[config.mk]
export PLATFORM = sky130hd
export DESIGN_NAME = fmul_seq
export DESIGN_NICKNAME = d
export VERILOG_FILES = /design/src/rtl/fmul_seq.sv
export SDC_FILE = /design/constraint.sdc
export NUM_CORES = 1
export LEC_CHECK = 0
export ABC_AREA = 1
export BUFFER_PORTS_ARGS = -buffer_cell sky130_fd_sc_hd__buf_4
export CAP_MARGIN = 15
export CORE_ASPECT_RATIO = 0.9
export CORE_UTILIZATION = 25
export DETAILED_ROUTE_END_ITERATION = 10
export PLACE_DENSITY = 0.48
export SLEW_MARGIN = 20
export SYNTH_ARGS = -nofsm -noshare
export SYNTH_HDL_FRONTEND = slang
export SYNTH_SLANG_ARGS = --single-unit
[constraint.sdc]
create_clock -name clk -period 6 [get_ports clk]
set_clock_uncertainty 0.1 [all_clocks]
set_input_delay 0.3 -clock clk [delete_from_list [all_inputs] [get_ports clk]]
set_output_delay 0.3 -clock clk [all_outputs]
set_load 0.02 [all_outputs]
[src/rtl/fmul_seq.sv]
// Sequencing and exception stage around the combinational fmul multiplier:
// operand capture, special-value screening and a small result FIFO.
module fmul_seq #(
   parameter int DEPTH = 2
) (
   input  logic        clk,
   input  logic        rst_n,
   input  logic        in_valid,
   output logic        in_ready,
   input  logic [31:0] in_a,
   input  logic [31:0] in_b,
   output logic [31:0] mul_num1,
   output logic [31:0] mul_num2,
   input  logic [31:0] mul_out,
   output logic        out_valid,
   input  logic        out_ready,
   output logic [31:0] out_result,
   output logic [3:0]  out_flags
);

   localparam int PW = (DEPTH > 1) ? $clog2(DEPTH) : 1;
   localparam int CW = $clog2(DEPTH) + 1;
   localparam logic [CW-1:0] DEPTH_C = CW'(DEPTH);

   // Handshakes: a transfer happens on a rising edge where valid && ready;
   // valid never waits on ready, and payload is held while valid && !ready.
   typedef enum logic {IDLE = 1'b0, EXEC = 1'b1} state_t;

   state_t        state, state_nxt;
   logic [31:0]   a_q, b_q;
   logic [CW-1:0] count;
   logic [PW-1:0] wr_ptr, rd_ptr;
   logic [31:0]   res_mem [DEPTH];
   logic [3:0]    flg_mem [DEPTH];

   logic          accept, push, pop;
   logic [31:0]   res_c;
   logic [3:0]    flg_c;

   always_comb begin
      state_nxt = state;
      in_ready  = 1'b0;
      push      = 1'b0;
      case (state)
         IDLE: begin
            in_ready = (count < DEPTH_C);
            if (in_valid && in_ready) state_nxt = EXEC;
         end
         EXEC: begin
            push      = 1'b1;
            state_nxt = IDLE;
         end
         default: state_nxt = IDLE;
      endcase
   end

   assign accept    = in_valid && in_ready;
   assign out_valid = (count != '0);
   assign pop       = out_valid && out_ready;
   assign mul_num1  = a_q;
   assign mul_num2  = b_q;

   always_ff @(posedge clk or negedge rst_n) begin
      if (!rst_n) begin
         state  <= IDLE;
         a_q    <= '0;
         b_q    <= '0;
         count  <= '0;
         wr_ptr <= '0;
         rd_ptr <= '0;
      end else begin
         state <= state_nxt;
         if (accept) begin
            a_q <= in_a;
            b_q <= in_b;
         end
         if (push) wr_ptr <= wr_ptr + 1'b1;
         if (pop)  rd_ptr <= rd_ptr + 1'b1;
         count <= count + CW'(push) - CW'(pop);
      end
   end

   always_ff @(posedge clk) begin
      if (push) begin
         res_mem[wr_ptr] <= res_c;
         flg_mem[wr_ptr] <= flg_c;
      end
   end

   // Operand classification; flags are {invalid, overflow, underflow, zero}.
   logic [7:0]        ea, eb;
   logic              s, a_nan, b_nan, a_inf, b_inf, a_zero, b_zero;
   logic signed [9:0] e_pre;

   assign ea     = a_q[30:23];
   assign eb     = b_q[30:23];
   assign s      = a_q[31] ^ b_q[31];
   assign a_nan  = (ea == 8'hFF) && (a_q[22:0] != '0);
   assign b_nan  = (eb == 8'hFF) && (b_q[22:0] != '0);
   assign a_inf  = (ea == 8'hFF) && (a_q[22:0] == '0);
   assign b_inf  = (eb == 8'hFF) && (b_q[22:0] == '0);
   assign a_zero = (ea == 8'h00);
   assign b_zero = (eb == 8'h00);
   assign e_pre  = $signed({2'b00, ea} + {2'b00, eb} - 10'd127);

   always_comb begin
      res_c = {s, mul_out[30:0]};
      flg_c = 4'b0000;
      if (a_nan || b_nan) begin
         res_c = 32'h7FC0_0000;
         flg_c = 4'b1000;
      end else if ((a_inf && b_zero) || (b_inf && a_zero)) begin
         res_c = 32'h7FC0_0000;
         flg_c = 4'b1000;
      end else if (a_inf || b_inf) begin
         res_c = {s, 8'hFF, 23'h0};
      end else if (a_zero || b_zero) begin
         // Denormals are flushed to a signed zero.
         res_c = {s, 31'h0};
         flg_c = 4'b0001;
      end else if (e_pre > 10'sd254) begin
         res_c = {s, 8'hFF, 23'h0};
         flg_c = 4'b0100;
      end else if (e_pre < 10'sd0) begin
         res_c = {s, 31'h0};
         flg_c = 4'b0011;
      end else if (mul_out[30:23] == 8'hFF) begin
         res_c = {s, 8'hFF, 23'h0};
         flg_c = 4'b0100;
      end else if (mul_out[30:23] == 8'h00) begin
         res_c = {s, 31'h0};
         flg_c = 4'b0011;
      end
   end

   // Head outputs read as zero when empty so no stale entry is ever shown.
   assign out_result = out_valid ? res_mem[rd_ptr] : 32'h0;
   assign out_flags  = out_valid ? flg_mem[rd_ptr] : 4'h0;

endmodule
==> run metrics <==
status=finished, final reports clean; Ys Warns=0; Synth area leader=edfxtp_1; CP Class=reg2reg; Synth Area in Adders=0.03356; routed len/inst=15.28 um; sequential element share of the synthesized area=0.5608; via count=6,134; Clk pin slew, worst setup/hold paths=70 ps; die width=177.6 um; post-synth top area share=0.3118; PnR Total Power=5.781 mW; first-pass GRT wire length=34.29 mm; I/O Pins=202; Non-Filler Cell Area, Final=9975 um2; Inserted Clock Buffers=17; Clock H-tree levels=4; Synth Area per Inst=8.646 um2; Hold Crit Class=in2reg; dpl cell area=8727 um2; crit-path max FO=23; number of synthesized register bits=141; CP arrival=3750 ps; post-synthesis compound-gate area fraction=0.03879; Req. time, crit path=6030 ps; max-slew violations=0; Die Area=28,410 um2; Pwr per Cell Area=579.6 nW/um2; post-synthesis mux area share=0; RSZ-0062 raised after global routing=no; synth unique cells=33; core area=27,100 um2; vias per cell=4.329; Worst Max-Slew Pin Slew=1132 ps; Post-DP HPWL=13.84 mm; vias in the first global route=6,238; Synth area leaders=edfxtp_1, dfrtp_1, nand2_1; grt ovf=0; share of layout cells above drive strength 1=0.2540; Root Driver=clkbuf_16; commonest non-fill, non-tap cell in the layout=nand2_1; WL final=21.65 mm; final hold vios=0; Hold Worst Slack=28.12 ps; Slew HR=0.2452; TNS Setup=0 ps; cells after synthesis=802; CP endpoint kind=flop; num rows=57; LEAKAGE=4.826 nW; post-CTS setup buffers=0; most frequent cells in the layout=nand2_1, buf_4, nor2_1; Startpoint Class=flop; DR DRC count=0; Max Cap Viol=0; drt pass-1 iters=4; CTS tree=built; fin crit share=0.6198; worst vdd ir=0.0002611 V; Mapped Nets=920; Buffers on Ports=200; final critical-path required period=3719 ps; ANT nets after route=0; initial drt markers=347; RePlAce Congestion=0.7363; largest family of logic cells by synthesized area=simple AND/OR/NAND/NOR gates; Nets=1,169; CTS resizes=0; area grow syn2layout=43.85%; simple-gate share of the synthesized area=0.3048; height of the die=160.0 um; largest net degree at the start of global routing=70; ant diodes=0; Cell Area, Synth=6934 um2; worst skew pair latency=420 ps; Longest Clk Path Bufs=2; Overall Global Routing Usage=0.1578; antenna violations before repair=0; initial core utilization=0.2559; CTS sink count=141; Final setup viols=0; Fmax=268.9 MHz; XOR/XNOR Fraction of Synth Area=0.006315
-- logic make-up after synthesis --
logic type / count (synthesis)
AND/OR/NAND/NOR: 501
flip-flops: 141
buffers and inverters: 86
AO/OA/AOI/OAI: 51
adder cells (fa/ha/maj): 18
XOR/XNOR: 5
-- Yosys cell counts (all sizes together) --
cell / count
nand3b: 4
xor2: 2
o21a: 1
nand2: 317
or2: 1
o21ai: 7
nor2: 98
fa: 1
nand3: 69
o22ai: 1
xnor2: 3
edfxtp: 72
nand4: 9
a21oi: 41
dfrtp: 69
clkbuf: 22
dlymetal6s2s: 1
inv: 45
o21bai: 1
clkinv: 1
ha: 17
buf: 17
nor3: 3
-- state kept, by name (all words and copies together), names as in the netlist --
| name | count |
|---|---|
| wr_ptr | 1 |
| mul_num2 | 32 |
| state | 1 |
| rd_ptr | 1 |
| res_mem | 64 |
| mul_num1 | 32 |
| flg_mem | 8 |
| count | 2 |
-- worst paths after layout --
path	depth (start not counted)	slack, ps	start	endpoint
min reg2reg	2	410	mul_num2[7]	mul_num2[7]
max in group asynchronous	2	4730	rst_n	mul_num2[2]
min	3	30	in_a[4]	mul_num1[4]
min in group asynchronous	2	460	rst_n	mul_num1[12]
max reg2reg	12	2280	mul_num1[24]	res_mem[0][19]
max	12	2280	mul_num1[24]	res_mem[0][19]
-- power breakdown --
group	total (mW)	switching, mW	internal (mW)
registers	1.77	0.272	1.50
logic	2.92	1.85	1.07
clock network	1.10	0.441	0.656
total	5.78	2.56	3.22
-- layout make-up --
| cell class | count | area [um2] |
|---|---|---|
| clock inverters | 13 | 167.7 |
| multi-input cells | 575 | 2676 |
| clock buffers | 18 | 429.2 |
| inverters | 46 | 172.7 |
| well taps | 354 | 442.9 |
| fillers | 2787 | 17130 |
| flip-flops and latches | 141 | 3889 |
| repair buffers | 270 | 2197 |
-- through the flow --
stage                     setup WS [ps]    util  cells
after global routing               1958  0.3681   1417
final                              2281  0.3681   1417
after floorplan                    3338       -    802
after global placement             2361  0.3220   1322
after detailed placement           2287  0.3220   1322
after CTS                          2270  0.3673   1416
-- metal layers --
| metal | part of all wire | global-route usage | vias to the layer above |
|---|---|---|---|
| met5 | 0 | 0 | - |
| met4 | 0.0078 | 0.04390 | 0 |
| met3 | 0.080 | 0.04929 | 11 |
| met2 | 0.45 | 0.2461 | 202 |
| met1 | 0.46 | 0.2095 | 2842 |
| li1 | - | - | 3079 |
-- critical path, stage by stage (launching register included) --
cell	delay (ps)
dfrtp_1	440
ha_1	320
ha_1	230
inv_1	70
fa_1	400
inv_1	70
nand3_1	90
nor2_1	110
nand3_1	80
nor2_1	110
nand4_1	490
nand2_2	740
nor2_1	150
-- repair_timing --
| item | in CTS | in global routing |
|---|---|---|
| endpoints found under the hold margin | 131 | 0 |
| setup endpoints to repair | 0 | 0 |
| hold buffers | 63 | 0 |
Note: power is estimated with default switching activity, not from simulation.
